--- config.mk ---
export PLATFORM = sky130hd
export DESIGN_NAME = tft_sync_timing_gen
export DESIGN_NICKNAME = d
export VERILOG_FILES = /design/src/rtl/tft_sync_timing_gen.sv
export SDC_FILE = /design/constraint.sdc
export NUM_CORES = 1
export LEC_CHECK = 0
export ABC_AREA = 1
export CAP_MARGIN = 5
export CORE_ASPECT_RATIO = 0.75
export CORE_MARGIN = 1
export CORE_UTILIZATION = 55
export CTS_BUF_LIST = sky130_fd_sc_hd__clkbuf_8
export DETAILED_ROUTE_END_ITERATION = 7
export PLACE_DENSITY = 0.8
export SLEW_MARGIN = 20
export SYNTH_ARGS = -nofsm -noshare
export SYNTH_HDL_FRONTEND = slang
export SYNTH_SLANG_ARGS = --single-unit
--- constraint.sdc ---
create_clock -name clk -period 2.9 [get_ports clk]
set_input_delay 0.58 -clock clk [delete_from_list [all_inputs] [get_ports clk]]
set_output_delay 0.58 -clock clk [all_outputs]
set_load 0.01 [all_outputs]
--- src/rtl/tft_sync_timing_gen.sv ---
// TFT raster timing generator: HS/VS/DE, visible pixel coordinates, the VS-interrupt
// edge bus and a completed-frame counter, all registered one clock behind (h_cnt, v_cnt).

module tft_sync_timing_gen #(
    parameter int H_ACTIVE = 480,
    parameter int H_FP     = 2,
    parameter int H_SYNC   = 41,
    parameter int H_BP     = 2,
    parameter int V_ACTIVE = 272,
    parameter int V_FP     = 2,
    parameter int V_SYNC   = 10,
    parameter int V_BP     = 2,
    parameter int CW       = 11
) (
    input  logic          clk,
    input  logic          reset,
    input  logic          enable,
    output logic          tft_hs,
    output logic          tft_vs,
    output logic          tft_de,
    output logic [CW-1:0] pix_x,
    output logic [CW-1:0] pix_y,
    output logic [1:0]    vs_int_out,
    output logic [15:0]   frame_cnt
);

    localparam logic [CW-1:0] H_LAST      = CW'(H_SYNC + H_BP + H_ACTIVE + H_FP - 1);
    localparam logic [CW-1:0] V_LAST      = CW'(V_SYNC + V_BP + V_ACTIVE + V_FP - 1);
    localparam logic [CW-1:0] H_SYNC_END  = CW'(H_SYNC);
    localparam logic [CW-1:0] V_SYNC_END  = CW'(V_SYNC);
    localparam logic [CW-1:0] H_ACT_BEG   = CW'(H_SYNC + H_BP);
    localparam logic [CW-1:0] V_ACT_BEG   = CW'(V_SYNC + V_BP);
    localparam logic [CW-1:0] H_ACT_END   = CW'(H_SYNC + H_BP + H_ACTIVE);
    localparam logic [CW-1:0] V_ACT_END   = CW'(V_SYNC + V_BP + V_ACTIVE);
    localparam logic [CW-1:0] CNT_ZERO    = {CW{1'b0}};
    localparam logic [CW-1:0] CNT_ONE     = CW'(1);

    logic [CW-1:0] h_cnt_r;
    logic [CW-1:0] v_cnt_r;
    logic [CW-1:0] h_cnt_nxt_s;
    logic [CW-1:0] v_cnt_nxt_s;
    logic          h_last_s;
    logic          v_last_s;
    logic          frame_end_s;

    logic          hs_s;
    logic          vs_s;
    logic          h_act_s;
    logic          v_act_s;
    logic          de_s;
    logic [CW-1:0] pix_x_s;
    logic [CW-1:0] pix_y_s;

    logic          hs_r;
    logic          vs_r;
    logic          de_r;
    logic [CW-1:0] pix_x_r;
    logic [CW-1:0] pix_y_r;
    logic          act_frame_r;
    logic          frame_wrap_r;
    logic [15:0]   frame_cnt_r;

    // Next raster position: h wraps every line, v steps only on the h wrap.
    always_comb begin
        h_last_s    = (h_cnt_r == H_LAST);
        v_last_s    = (v_cnt_r == V_LAST);
        frame_end_s = h_last_s && v_last_s;
        h_cnt_nxt_s = h_cnt_r + CNT_ONE;
        v_cnt_nxt_s = v_cnt_r;
        if (h_last_s) begin
            h_cnt_nxt_s = CNT_ZERO;
            if (v_last_s) begin
                v_cnt_nxt_s = CNT_ZERO;
            end else begin
                v_cnt_nxt_s = v_cnt_r + CNT_ONE;
            end
        end else begin
            v_cnt_nxt_s = v_cnt_r;
        end
    end

    // Combinational decode of the current raster position.
    always_comb begin
        hs_s    = (h_cnt_r >= H_SYNC_END);
        vs_s    = (v_cnt_r >= V_SYNC_END);
        h_act_s = (h_cnt_r >= H_ACT_BEG) && (h_cnt_r < H_ACT_END);
        v_act_s = (v_cnt_r >= V_ACT_BEG) && (v_cnt_r < V_ACT_END);
        de_s    = h_act_s && v_act_s;
        pix_x_s = CNT_ZERO;
        pix_y_s = CNT_ZERO;
        if (de_s) begin
            pix_x_s = h_cnt_r - H_ACT_BEG;
            pix_y_s = v_cnt_r - V_ACT_BEG;
        end else begin
            pix_x_s = CNT_ZERO;
            pix_y_s = CNT_ZERO;
        end
    end

    // Raster counters; a low enable parks them at the start of SYNC.
    always_ff @(posedge clk or posedge reset) begin
        if (reset) begin
            h_cnt_r <= CNT_ZERO;
            v_cnt_r <= CNT_ZERO;
        end else if (!enable) begin
            h_cnt_r <= CNT_ZERO;
            v_cnt_r <= CNT_ZERO;
        end else begin
            h_cnt_r <= h_cnt_nxt_s;
            v_cnt_r <= v_cnt_nxt_s;
        end
    end

    // Output registers. frame_wrap_r delays the frame count so it moves with the
    // first decode of the new frame rather than with the counter wrap.
    always_ff @(posedge clk or posedge reset) begin
        if (reset) begin
            hs_r         <= 1'b1;
            vs_r         <= 1'b1;
            de_r         <= 1'b0;
            pix_x_r      <= CNT_ZERO;
            pix_y_r      <= CNT_ZERO;
            act_frame_r  <= 1'b0;
            frame_wrap_r <= 1'b0;
            frame_cnt_r  <= 16'd0;
        end else if (!enable) begin
            hs_r         <= 1'b1;
            vs_r         <= 1'b1;
            de_r         <= 1'b0;
            pix_x_r      <= CNT_ZERO;
            pix_y_r      <= CNT_ZERO;
            act_frame_r  <= 1'b0;
            frame_wrap_r <= 1'b0;
            frame_cnt_r  <= frame_cnt_r;
        end else begin
            hs_r         <= hs_s;
            vs_r         <= vs_s;
            de_r         <= de_s;
            pix_x_r      <= pix_x_s;
            pix_y_r      <= pix_y_s;
            act_frame_r  <= v_act_s;
            frame_wrap_r <= frame_end_s;
            frame_cnt_r  <= frame_cnt_r + {15'd0, frame_wrap_r};
        end
    end

    assign tft_hs     = hs_r;
    assign tft_vs     = vs_r;
    assign tft_de     = de_r;
    assign pix_x      = pix_x_r;
    assign pix_y      = pix_y_r;
    assign vs_int_out = {act_frame_r, vs_r};
    assign frame_cnt  = frame_cnt_r;

    tft_sync_timing_gen_chk #(
        .H_ACTIVE (H_ACTIVE),
        .H_FP     (H_FP),
        .H_SYNC   (H_SYNC),
        .H_BP     (H_BP),
        .V_ACTIVE (V_ACTIVE),
        .V_FP     (V_FP),
        .V_SYNC   (V_SYNC),
        .V_BP     (V_BP),
        .CW       (CW)
    ) u_chk (
        .clk   (clk),
        .reset (reset)
    );

endmodule

// Simulation-only parameter sanity checker; carries no logic.
module tft_sync_timing_gen_chk #(
    parameter int H_ACTIVE = 480,
    parameter int H_FP     = 2,
    parameter int H_SYNC   = 41,
    parameter int H_BP     = 2,
    parameter int V_ACTIVE = 272,
    parameter int V_FP     = 2,
    parameter int V_SYNC   = 10,
    parameter int V_BP     = 2,
    parameter int CW       = 11
) (
    input logic clk,
    input logic reset
);

    localparam int H_TOTAL   = H_SYNC + H_BP + H_ACTIVE + H_FP;
    localparam int V_TOTAL   = V_SYNC + V_BP + V_ACTIVE + V_FP;
    localparam bit PARAMS_OK = (H_FP >= 1) && (H_SYNC >= 1) && (H_BP >= 1) &&
                               (V_FP >= 1) && (V_SYNC >= 1) && (V_BP >= 1) &&
                               (H_TOTAL < (2 ** CW)) && (V_TOTAL < (2 ** CW));

    // Timing parameters must describe a non-degenerate raster that fits CW bits.
    always_ff @(posedge clk) begin
        if (!reset) begin
            assert (PARAMS_OK) else $error("tft_sync_timing_gen: illegal timing parameters");
        end
    end

endmodule

== Yosys cells after proc, flatten, opt, wreduce, memory -nomap -nowiden ==
Index checks and enable logic that the tools add are counted.
Storage, ports and cells
  bits in registers: 65
  latch bits: 0
  RAM bits: 0
  ROM bits: 0
  output and inout port bits: 43
  logic and storage cells: 42
  memories kept: 0
Operators by class
  add/subtract/negate cells: 5
  $mul: 0
  divide/modulo/power cells: 0
  magnitude comparators: 6
  equality and inequality tests: 3
  shifts and indexed selects: 0
  multiplexer cells: 14
  bitwise logic cells: 0
  reduce and logical (&&, ||, !) cells: 4
Operators with widths (number)
  $mux W11: 9
  $add A11 B1 Y11 const B: 2
  $ge A11 B4 Y1 const B: 2
  $ge A11 B6 Y1 const B: 2
  $add A16 B1 Y16: 1
  $eq A11 B10 Y1 const B: 1
  $eq A11 B9 Y1 const B: 1
  $lt A11 B10 Y1 const B: 1
  $lt A11 B9 Y1 const B: 1
  $sub A11 B4 Y11 const B: 1
  $sub A11 B6 Y11 const B: 1
  $mux W1: 5
  $logic_and A1 B1 Y1: 4
  $ne A2 B1 Y1 const B: 1

== Longest topological paths before layout ==
Gate-level depths: netlist of the first run.
  depth in word-level cells: 5
  depth in mapped cells: 10

== Worst setup path after synthesis of the first run ==
OpenSTA, ideal clock, no wires.
  path kind: flip-flop to flip-flop
  from: register frame_cnt_r[0] (netlist: frame_cnt[0])
  to: register frame_cnt_r[12] (netlist: frame_cnt[12])
  library setup time: 0.117 ns
  arrival: 1.470 ns
  data required time: 2.783 ns
  slack: 1.313 ns
  stages on the path, launching flop included: 8
  path buffers: 0
  cell sequence: dfrtp_1 ha_1 ha_1 nand3_1 nor3_1 nand3_1 nand2_1 nand2_1
Between the ends
  cells in the longest elaborated chain, start to end: 1
RTL lines
  from (decl): line 61  | logic [15:0] frame_cnt_r;
  from (signal assigned): line 134  | frame_cnt_r <= frame_cnt_r;
  from (signal assigned): line 143  | frame_cnt_r <= frame_cnt_r + {15'd0, frame_wrap_r};
  $add A16 B1 Y16: line 143
No other way between the ends.
A chain may end at the register's enable or synchronous reset.

== Final worst setup path of the first run ==
  from: register vs_r (netlist: tft_vs)
  to: output tft_vs
RTL lines
  from (decl): line 55  | logic vs_r;
  from (signal assigned): line 137  | vs_r <= vs_s;
  to (decl): line 19  | output logic tft_vs,
No word-level cell between the ends.

==> run summary, run 1 <==
Dpl hpwl - 5390 um
Status - finished, final reports clean
Seq pwr share - 47.3%
Hold Buf Count CTS - 0
Hold Path End - frame_cnt[15]$_DFFE_PP0P_
Setup TNS - 0 ns
R2r worst-path depth - 9
Number of synthesized flops with an enable pin - 0
Worst slew pin tran - 0.612 ns
Via count - 2,842
Post-detailed-route DRC marker count - 0
Top cell family by delay on the critical path - flip-flops
Combinational group share of total power - 3.9%
Net Sw Frac - 21.1%
Final Hold Fails - 0
Site Rows - 24
Min-Delay Path Class - reg2reg
Placed cell areas - 3890 um2
Top-area cell type share of the netlist area - 46.6%
Clock skew - 0.0104 ns
Slew headroom - 58.9%
Worst-path clk slew - 0.08 ns
DR iter-0 viols - 206
Sequential area share after synthesis - 48.2%
Port Buf Inserts - 45
Setup violations, final - 0
Max clock buf depth - 2
Antenna violations before repair - 0
Synthesized instance count - 424
H-tree depth - 3
Avg WL per Cell - 13.3 um
Vias in the first global route - 2,691
Clock share of power - 48.8%
Pwr per Cell Area - 471 nW/um2
Max Fclk - 0.504 GHz
Area contributors post-synth - dfrtp_1 (47%), nand2_1 (12%), nor2_1 (7.9%)
Sw power - 412 uW
R2r endpoint - pix_y[4]$_DFF_PP0_
CP Launch Type - flip-flop
CP cell instances - clkdlybuf4s50_1
Final instance area - 4140 um2
WP depth - 1
Worst Hold Launch - frame_cnt[15]$_DFFE_PP0P_
Final min period - 1.98 ns
Post-CTS sizing - 0
Register area - 1630 um2
Area grow syn2layout - 22.6%
Slowest CP cell - dfstp_2
Synth Net Count - 437
RSZ-0062 raised after global routing - false
R2R Path Start - v_cnt_r[2]$_DFFE_PP0P_
Most common cell in the synthesized netlist - nand2_1
Yosys cell types - 23
Asr flop ratio synth - 100%
Worst skew pair latency - 0.35 ns
Initial Utilization - 57.7%
DRT Pass-1 Iters - 5
Synth warnings - 0
Syn Area/Cell - 7.97 um2
Multi-input logic area - 1490 um2
Crit-path max FO - 2
Placeable Area - 5860 um2
Top_reg_cell synth - dfrtp_1
WP data required - 2.32 ns
TritonCTS Buffers - 9
I/O pin cnt - 46
P_int - 1.54 mW
Final nets - 486
Post-synthesis register bit count - 65
Via-per-instance ratio - 5.11
Final WL - 7390 um
Post-route ant nets - 0
Crit Path Category - reg2out
Largest net degree at the start of global routing - 66
Hold Path Depth - 2
Worst Setup End Kind - primary output
Ant. Diodes - 0
Crit path DAT - 1.40 ns
Die area - 6470 um2
Post-CTS Setup Bufs - 0
Clock root cell - clkbuf_8
Fin crit share - 68.4%
Slowest stage delay, CP - 0.53 ns
Most frequent cells after synthesis - nand2_1 (109), nor2_1 (71), dfrtp_1 (63), inv_1 (47), nand3_1 (31)
Ratio of cells with drive above 1 in the final layout - 6.90%
Overall Global Routing Usage - 25.3%
Pleak - 2.20 nW
VDD IR max - 0.336 mV
R2R Setup Slk - 1.01 ns
CTS tree - done
Die X - 92.5 um
First-pass GRT wire length - 12,700 um
Die Y-Extent - 69.9 um
Filler cell count - 456
Maxcap violations - 0
Clk sink count - 65
Fin. max-slew vios - 0
Total gr overflow - 0
Synthesized area - 3380 um2
Synth area leader - dfrtp_1
WP buf/inv - 1
RD Place Congestion - 0.891
==> final cells by class <==
cell class	instances	area share [%]
flip-flops and latches	65	39.3
multi-input cells	300	36.1
repair buffers	48	11.7
inverters	49	4.44
clock buffers	10	3.32
clock inverters	6	2.78
well taps	78	2.36
==> logic make-up (layout without fill, tap and decap cells) <==
kind of cell	count (synthesis)	count (layout)	synth area share [%]
and+or+nand+nor	243	243	30.4
DFF	65	65	48.2
buffers and inverters	59	113	7.59
xor gates and xnor gates	28	28	7.26
AOI/OAI and AO/OA	19	19	2.85
adders and majority gates	10	10	3.70
==> how the worst max path moves through the flow <==
| stage | from | endpoint | slack (ns) |
|---|---|---|---|
| 4_1_cts | tft_vs$_DFF_PP1_ | tft_vs | 0.89 |
| 5_1_grt | v_cnt_r[2]$_DFFE_PP0P_ | pix_y[2]$_DFF_PP0_ | 0.79 |
| 3_5_place_dp | enable | pix_y[6]$_DFF_PP0_ | 0.65 |
| 2_1_floorplan | reset | act_frame_r$_DFF_PP0_ | 0.70 |
| 6_report | tft_vs$_DFF_PP1_ | tft_vs | 0.92 |
| 3_3_place_gp | enable | pix_x[8]$_DFF_PP0_ | 0.74 |
==> flip-flops by register name, indices dropped and copies added, names as in the netlist <==
| signal | cells |
|---|---|
| frame_wrap_r | 1 |
| v_cnt_r | 11 |
| pix_x | 11 |
| tft_de | 1 |
| tft_vs | 1 |
| tft_hs | 1 |
| h_cnt_r | 11 |
| frame_cnt | 16 |
| pix_y | 11 |
| act_frame_r | 1 |
==> cell usage in the layout (no fill, tap or decap) <==
master           Yosys  routed
nand2_2              1       1
nor2_2               6       6
inv_2                2       3
nand3_1             31      31
nand2_1            109     109
bufinv_16            0       3
dfrtp_1             63      63
clkbuf_8             0      10
xor2_1              25      25
buf_4                2       2
clkdlybuf4s50_1      0      45
o21ai_0             14      14
inv_1               47      46
a31oi_1              1       1
ha_1                10      10
clkinv_4             0       2
buf_12               0       1
nor3_2               1       1
xnor2_1              3       3
a21oi_1              4       4
nor2_1              71      71
dfstp_2              2       2
nand4_1             12      12
clkinvlp_4           0       1
nor3_1              11      11
nor3b_2              1       1
==> worst reg2reg max path: cells and delay by family (launching register included) <==
kind / cells / cell delay [ns]
flip-flops: 1 / 0.49
buffers and inverters: 1 / 0.11
AND/OR/NAND/NOR: 7 / 0.93
adder cells (fa/ha/maj): 1 / 0.28
==> power groups by stage <==
stage               combinational, mW  clock [mW]  sequential [mW]
global placement               0.0743           0            0.940
global route                   0.0864        1.01            0.923
CTS                            0.0778       0.970            0.923
detailed placement             0.0773           0            0.940
finish                         0.0761       0.952            0.923
floorplan                      0.0422           0            0.941
==> layer usage <==
layer | part of all wire [%] | wire [um] | vias up | GRT usage, %
met4 | 1.0 | 74 | 0 | 6.42
met2 | 45 | 3310 | 112 | 37.3
met1 | 47 | 3470 | 1295 | 36.2
met3 | 7.3 | 543 | 9 | 8.39
met5 | 0 | 0 | - | 0
li1 | - | - | 1426 | -
==> through the flow <==
stage | hold WS (ns) | util (%) | total power, mW | cells | setup slack [ns]
after global routing | 0.552 | 70.7 | 2.02 | 556 | 0.786
final | 0.526 | 70.7 | 1.95 | 556 | 0.916
after detailed placement | 0.496 | 66.4 | 1.02 | 540 | 0.652
after floorplan | 0.472 | - | 0.983 | 424 | 0.697
after global placement | 0.484 | 66.4 | 1.01 | 540 | 0.742
after CTS | 0.520 | 70.7 | 1.97 | 556 | 0.895
No activity file was read; power rests on OpenSTA's default activity.
==> run 2: changes to the inputs <==
==> constraint.sdc (replaced) <==
create_clock -name clk -period 1.9 [get_ports clk]
set_input_delay 0.38 -clock clk [delete_from_list [all_inputs] [get_ports clk]]
set_output_delay 0.38 -clock clk [all_outputs]
set_load 0.01 [all_outputs]
==> run summary, run 2 (synthesis results as in run 1) <==
Ratio of cells with drive above 1 in the final layout - 8.20% (+1.3 points)
Via count - 2,904 (+2.2%)
Top sig layer - met4
Worst skew pair latency - 0.34 ns (about the same)
CTS tree - done
First-pass GRT wire length - 12,300 um (-2.9%)
Avg WL per Cell - 12.6 um (-5.2%)
Largest net degree at the start of global routing - 66 (unchanged)
Clock root cell - clkbuf_8
Slowest CP cell - clkdlybuf4s50_1
Slowest stage delay, CP - 0.59 ns (+0.06 ns)
Crit-path max FO - 6 (+4)
Max Fclk - 0.557 GHz
Multi-input logic area - 1490 um2 (unchanged)
Net Sw Frac - 21.8% (+0.68 points)
Most frequent cells in the layout - nand2_1 (109), nor2_1 (71), dfrtp_1 (63)
DR iter-0 viols - 203 (-1.5%)
Worst Setup End Kind - primary output
RSZ-0062 raised after global routing - false
Port Buf Inserts - 45 (unchanged)
Initial Utilization - 57.7% (unchanged)
DRT Pass-1 Iters - 5 (unchanged)
Final Hold Fails - 0 (unchanged)
Crit path DAT - 1.42 ns (+0.02 ns)
I/O pin cnt - 46 (unchanged)
Metal1 wirelength - 3320 um (-4.3%)
Slew headroom - 72.4% (+13 points)
Die Y-Extent - 69.9 um (unchanged)
WP data required - 1.52 ns (-0.80 ns)
Dpl hpwl - 5190 um (-3.6%)
Crit Path Category - reg2out
CP Launch Type - flip-flop
Overall Global Routing Usage - 24.7% (-0.68 points)
Worst-path clk slew - 0.07 ns (about the same)
H-tree depth - 3 (unchanged)
VDD IR max - 0.454 mV (+35%)
Combinational group share of total power - 4.5% (+0.6 points)
Fin. max-slew vios - 0 (unchanged)
Pwr per Cell Area - 633 nW/um2 (+34%)
Maxcap violations - 0 (unchanged)
Max reg flops - 16 (unchanged)
Clk sink count - 65 (unchanged)
Filler cell count - 449 (-1.5%)
Post-CTS sizing - 0 (unchanged)
Post-detailed-route DRC marker count - 0 (unchanged)
Top cell family by delay on the critical path - buffers and inverters
Register area - 1630 um2 (unchanged)
Min-Delay Path Class - in2async
Seq pwr share - 53.4% (+6.1 points)
Final WL - 7130 um (-3.5%)
Site Rows - 24 (unchanged)
Setup TNS - 0 ns (unchanged)
WP buf/inv - 1 (unchanged)
Worst slew pin tran - 0.411 ns (-0.201 ns)
Fin crit share - 94.5%
Post-route ant nets - 0 (unchanged)
Post-CTS Setup Bufs - 0 (unchanged)
Clock share of power - 42.1% (-6.7 points)
Final min period - 1.80 ns
Setup violations, final - 0 (unchanged)
Most common cell after layout, fill and taps aside - nand2_1
CP cell instances - clkdlybuf4s50_1
Antenna violations before repair - 0 (unchanged)
P_int - 2.06 mW (+34%)
Status - finished, final reports clean
Placed cell areas - 3980 um2 (+2.3%)
RD Place Congestion - 0.897 (+0.65%)
Final nets - 496 (+2.1%)
Vias in the first global route - 2,706 (+0.56%)
Sw power - 576 uW (+40%)
Wire length on met2 - 3090 um (-6.6%)
Hold Buf Count CTS - 0 (unchanged)
Clock skew - 0.00513 ns (-0.00530 ns)
Total gr overflow - 0 (unchanged)
Pleak - 2.24 nW (+1.9%)
Via-per-instance ratio - 5.13 (+0.38%)
Die X - 92.5 um (unchanged)
Area grow syn2layout - 23.4%
Die area - 6470 um2 (unchanged)
TritonCTS Buffers - 9 (unchanged)
Placeable Area - 5860 um2 (unchanged)
Ant. Diodes - 0 (unchanged)
Final instance area - 4170 um2 (+0.66%)
Met3 wire length - 618 um (+14%)
Max clock buf depth - 2 (unchanged)
==> run 2: final timing paths <==
kind	start	to	slack [ns]	cells past startpoint
max	frame_cnt[10]$_DFFE_PP0P_	frame_cnt[10]	0.10	1
min	reset	pix_x[4]$_DFF_PP0_	0.48	3
max reg2reg	h_cnt_r[0]$_DFF_PP0_	pix_x[10]$_DFF_PP0_	0.16	8
min reg2reg	frame_cnt[0]$_DFFE_PP0P_	frame_cnt[0]$_DFFE_PP0P_	0.51	2
max in group asynchronous	reset	tft_vs$_DFF_PP1_	1.11	3
min in group clk	frame_cnt[0]$_DFFE_PP0P_	frame_cnt[0]$_DFFE_PP0P_	0.51	2
==> run 2: stage by stage <==
stage / setup slack, ns / utilization [%] / power [mW] / std cells / hold slack, ns
6_report: 0.104 / 71.2 / 2.64 / 566 / 0.484
5_1_grt: 0.0355 / 71.2 / 2.75 / 566 / 0.503
3_5_place_dp: 0.0120 / 68.0 / 1.55 / 550 / 0.488
4_1_cts: 0.108 / 71.2 / 2.67 / 566 / 0.491
3_3_place_gp: 0.0546 / 68.0 / 1.55 / 550 / 0.496
2_1_floorplan: 0.313 / - / 1.50 / 424 / 0.472
==> run 2: power groups by stage <==
stage          registers, mW  logic (mW)  clock network (mW)
3_3_place_gp            1.43       0.117                   0
6_report                1.41       0.118                1.11
2_1_floorplan           1.44      0.0648                   0
5_1_grt                 1.41       0.134                1.21
3_5_place_dp            1.43       0.119                   0
4_1_cts                 1.41       0.120                1.14
==> run 2: final cells by class <==
type,count,area share (%)
clock buffers,10,3.30
clock inverters,6,1.23
inverters,49,4.50
multi-input cells,300,35.8
flip-flops and latches,65,39.1
well taps,78,2.34
repair buffers,58,13.7
==> run 2: routing by layer <==
metal  up-vias  GRT usage (%)
li1       1441              -
met1      1327           35.2
met2       121           35.6
met3        15           7.30
met4         0           8.85
met5         -              0
==> run 3: changes to the inputs <==
--- a/config.mk
+++ b/config.mk
@@ -12,6 +12,7 @@
 export CORE_UTILIZATION = 55
 export CTS_BUF_LIST = sky130_fd_sc_hd__clkbuf_8
 export DETAILED_ROUTE_END_ITERATION = 7
+export MAX_ROUTING_LAYER = met4
 export PLACE_DENSITY = 0.8
 export SLEW_MARGIN = 20
 export SYNTH_ARGS = -nofsm -noshare
==> run summary, run 3 (synthesis results as in run 1) <==
TritonCTS Buffers - 9 (unchanged)
Hold Buf Count CTS - 0 (unchanged)
Most common cell after layout, fill and taps aside - nand2_1
Min-Delay Path Class - in2async
Most frequent cells in the layout - nand2_1 (109), nor2_1 (71), dfrtp_1 (63)
Post-CTS sizing - 0 (unchanged)
Crit-path max FO - 2 (-4)
Placeable Area - 5860 um2 (unchanged)
Die area - 6470 um2 (unchanged)
Site Rows - 24 (unchanged)
Post-route ant nets - 0 (unchanged)
Final Hold Fails - 0 (unchanged)
Fin. max-slew vios - 0 (unchanged)
Ratio of cells with drive above 1 in the final layout - 8.59% (+0.39 points)
Clk sink count - 65 (unchanged)
Slowest stage delay, CP - 0.53 ns (-0.06 ns)
Final nets - 497 (+0.20%)
Slowest CP cell - dfstp_2
Top cell family by delay on the critical path - flip-flops
CP cell instances - clkdlybuf4s50_1
Clock share of power - 43.1% (+1.0 points)
Crit Path Category - reg2out
Worst-path clk slew - 0.07 ns (about the same)
Slew headroom - 75.2% (+2.8 points)
Final WL - 7550 um (+5.9%)
RD Place Congestion - 0.894 (-0.29%)
Die Y-Extent - 69.9 um (unchanged)
Die X - 92.5 um (unchanged)
Setup violations, final - 0 (unchanged)
Max Fclk - 0.563 GHz (+1.2%)
Vias in the first global route - 2,775 (+2.5%)
Worst Setup End Kind - primary output
DRT Pass-1 Iters - 5 (unchanged)
H-tree depth - 3 (unchanged)
Port Buf Inserts - 45 (unchanged)
Clock root cell - clkbuf_8
Maxcap violations - 0 (unchanged)
Largest net degree at the start of global routing - 66 (unchanged)
Ant. Diodes - 0 (unchanged)
VDD IR max - 0.420 mV (-7.4%)
First-pass GRT wire length - 12,900 um (+4.9%)
Finished Core Util - 71.5% (+0.30 points)
Combinational group share of total power - 4.4% (about the same)
Max reg flops - 16 (unchanged)
Worst skew pair latency - 0.34 ns (about the same)
Pleak - 2.25 nW (+0.27%)
WP data required - 1.52 ns (about the same)
Max clock buf depth - 2 (unchanged)
Seq pwr share - 52.5% (-0.9 points)
P_int - 2.10 mW (+2.0%)
Net Sw Frac - 21.7% (-0.12 points)
Initial Utilization - 57.7% (unchanged)
Area grow syn2layout - 23.9%
Min Hold Slack - 0.485 ns (+0.000649 ns)
Post-detailed-route DRC marker count - 0 (unchanged)
Crit path DAT - 1.40 ns (-0.02 ns)
Dpl hpwl - 5450 um (+4.9%)
Post-CTS Setup Bufs - 0 (unchanged)
DR iter-0 viols - 226 (+11%)
Overall Global Routing Usage - 26.6% (+1.9 points)
Avg WL per Cell - 13.3 um (+5.7%)
Filler cell count - 488 (+8.7%)
Pwr per Cell Area - 642 nW/um2 (+1.4%)
Final Power - 2.69 mW (+1.8%)
Total gr overflow - 0 (unchanged)
Antenna violations before repair - 0 (unchanged)
Status - finished, final reports clean
Final min period - 1.78 ns (-0.0206 ns)
Worst slew pin tran - 0.369 ns (-0.0421 ns)
Sw power - 583 uW (+1.3%)
I/O pin cnt - 46 (unchanged)
CP Launch Type - flip-flop
Via count - 2,901 (-0.10%)
Clock skew - 0.00643 ns (+0.00130 ns)
CTS tree - done
Fin crit share - 93.4% (-1.1 points)
RSZ-0062 raised after global routing - false
Via-per-instance ratio - 5.12 (-0.28%)
WP buf/inv - 1 (unchanged)
-- run 3: changes by cell type in the layout (fill, tap and decap cells not counted), sizes merged --
cell / change
buf: +1
clkbuf: +1
inv: -1
-- run 3: area by class of cell --
class                           count  area (um2)  share of cell area [%]
Clock buffer                       11         151                    3.62
Clock inverter                      5        47.5                    1.14
Inverter                           49         188                    4.48
Multi-Input combinational cell    300        1490                    35.7
Sequential cell                    65        1630                    38.9
Tap cell                           78        97.6                    2.33
Timing Repair Buffer               59         581                    13.9
-- run 3: worst paths after layout --
path / startpoint / end / slack [ns] / cells past startpoint
min in group clk: frame_cnt[0]$_DFFE_PP0P_ / frame_cnt[0]$_DFFE_PP0P_ / 0.52 / 2
max: tft_vs$_DFF_PP1_ / vs_int_out[0] / 0.12 / 1
min: reset / pix_x[0]$_DFF_PP0_ / 0.48 / 3
min reg2reg: frame_cnt[0]$_DFFE_PP0P_ / frame_cnt[0]$_DFFE_PP0P_ / 0.52 / 2
max reg2reg: v_cnt_r[2]$_DFFE_PP0P_ / pix_y[4]$_DFF_PP0_ / 0.18 / 10
max in group asynchronous: reset / tft_vs$_DFF_PP1_ / 1.12 / 3
-- run 3: metal layers --
metal / wire, um / track usage [%]
met3: 425 / 6.86
met4: 99 / 7.47
met2: 3430 / 39.0
met5: 0 / -
met1: 3600 / 36.7
-- run 3: power groups by stage --
stage | combinational [mW] | sequential [mW] | clock (mW)
final | 0.119 | 1.41 | 1.16
after global routing | 0.135 | 1.41 | 1.25
after CTS | 0.122 | 1.41 | 1.19
after detailed placement | 0.120 | 1.43 | 0
after global placement | 0.117 | 1.43 | 0
after floorplan | 0.0648 | 1.44 | 0
-- run 3: through the flow --
stage                     setup WS [ns]  cells  area [um2]  setup TNS [ns]
after detailed placement        -0.0309    551        3990         -0.0486
after CTS                         0.107    567        4190               0
after global routing             0.0430    567        4190               0
after global placement           0.0443    551        3990               0
after floorplan                   0.313    424        3380               0
final                             0.125    567        4190               0
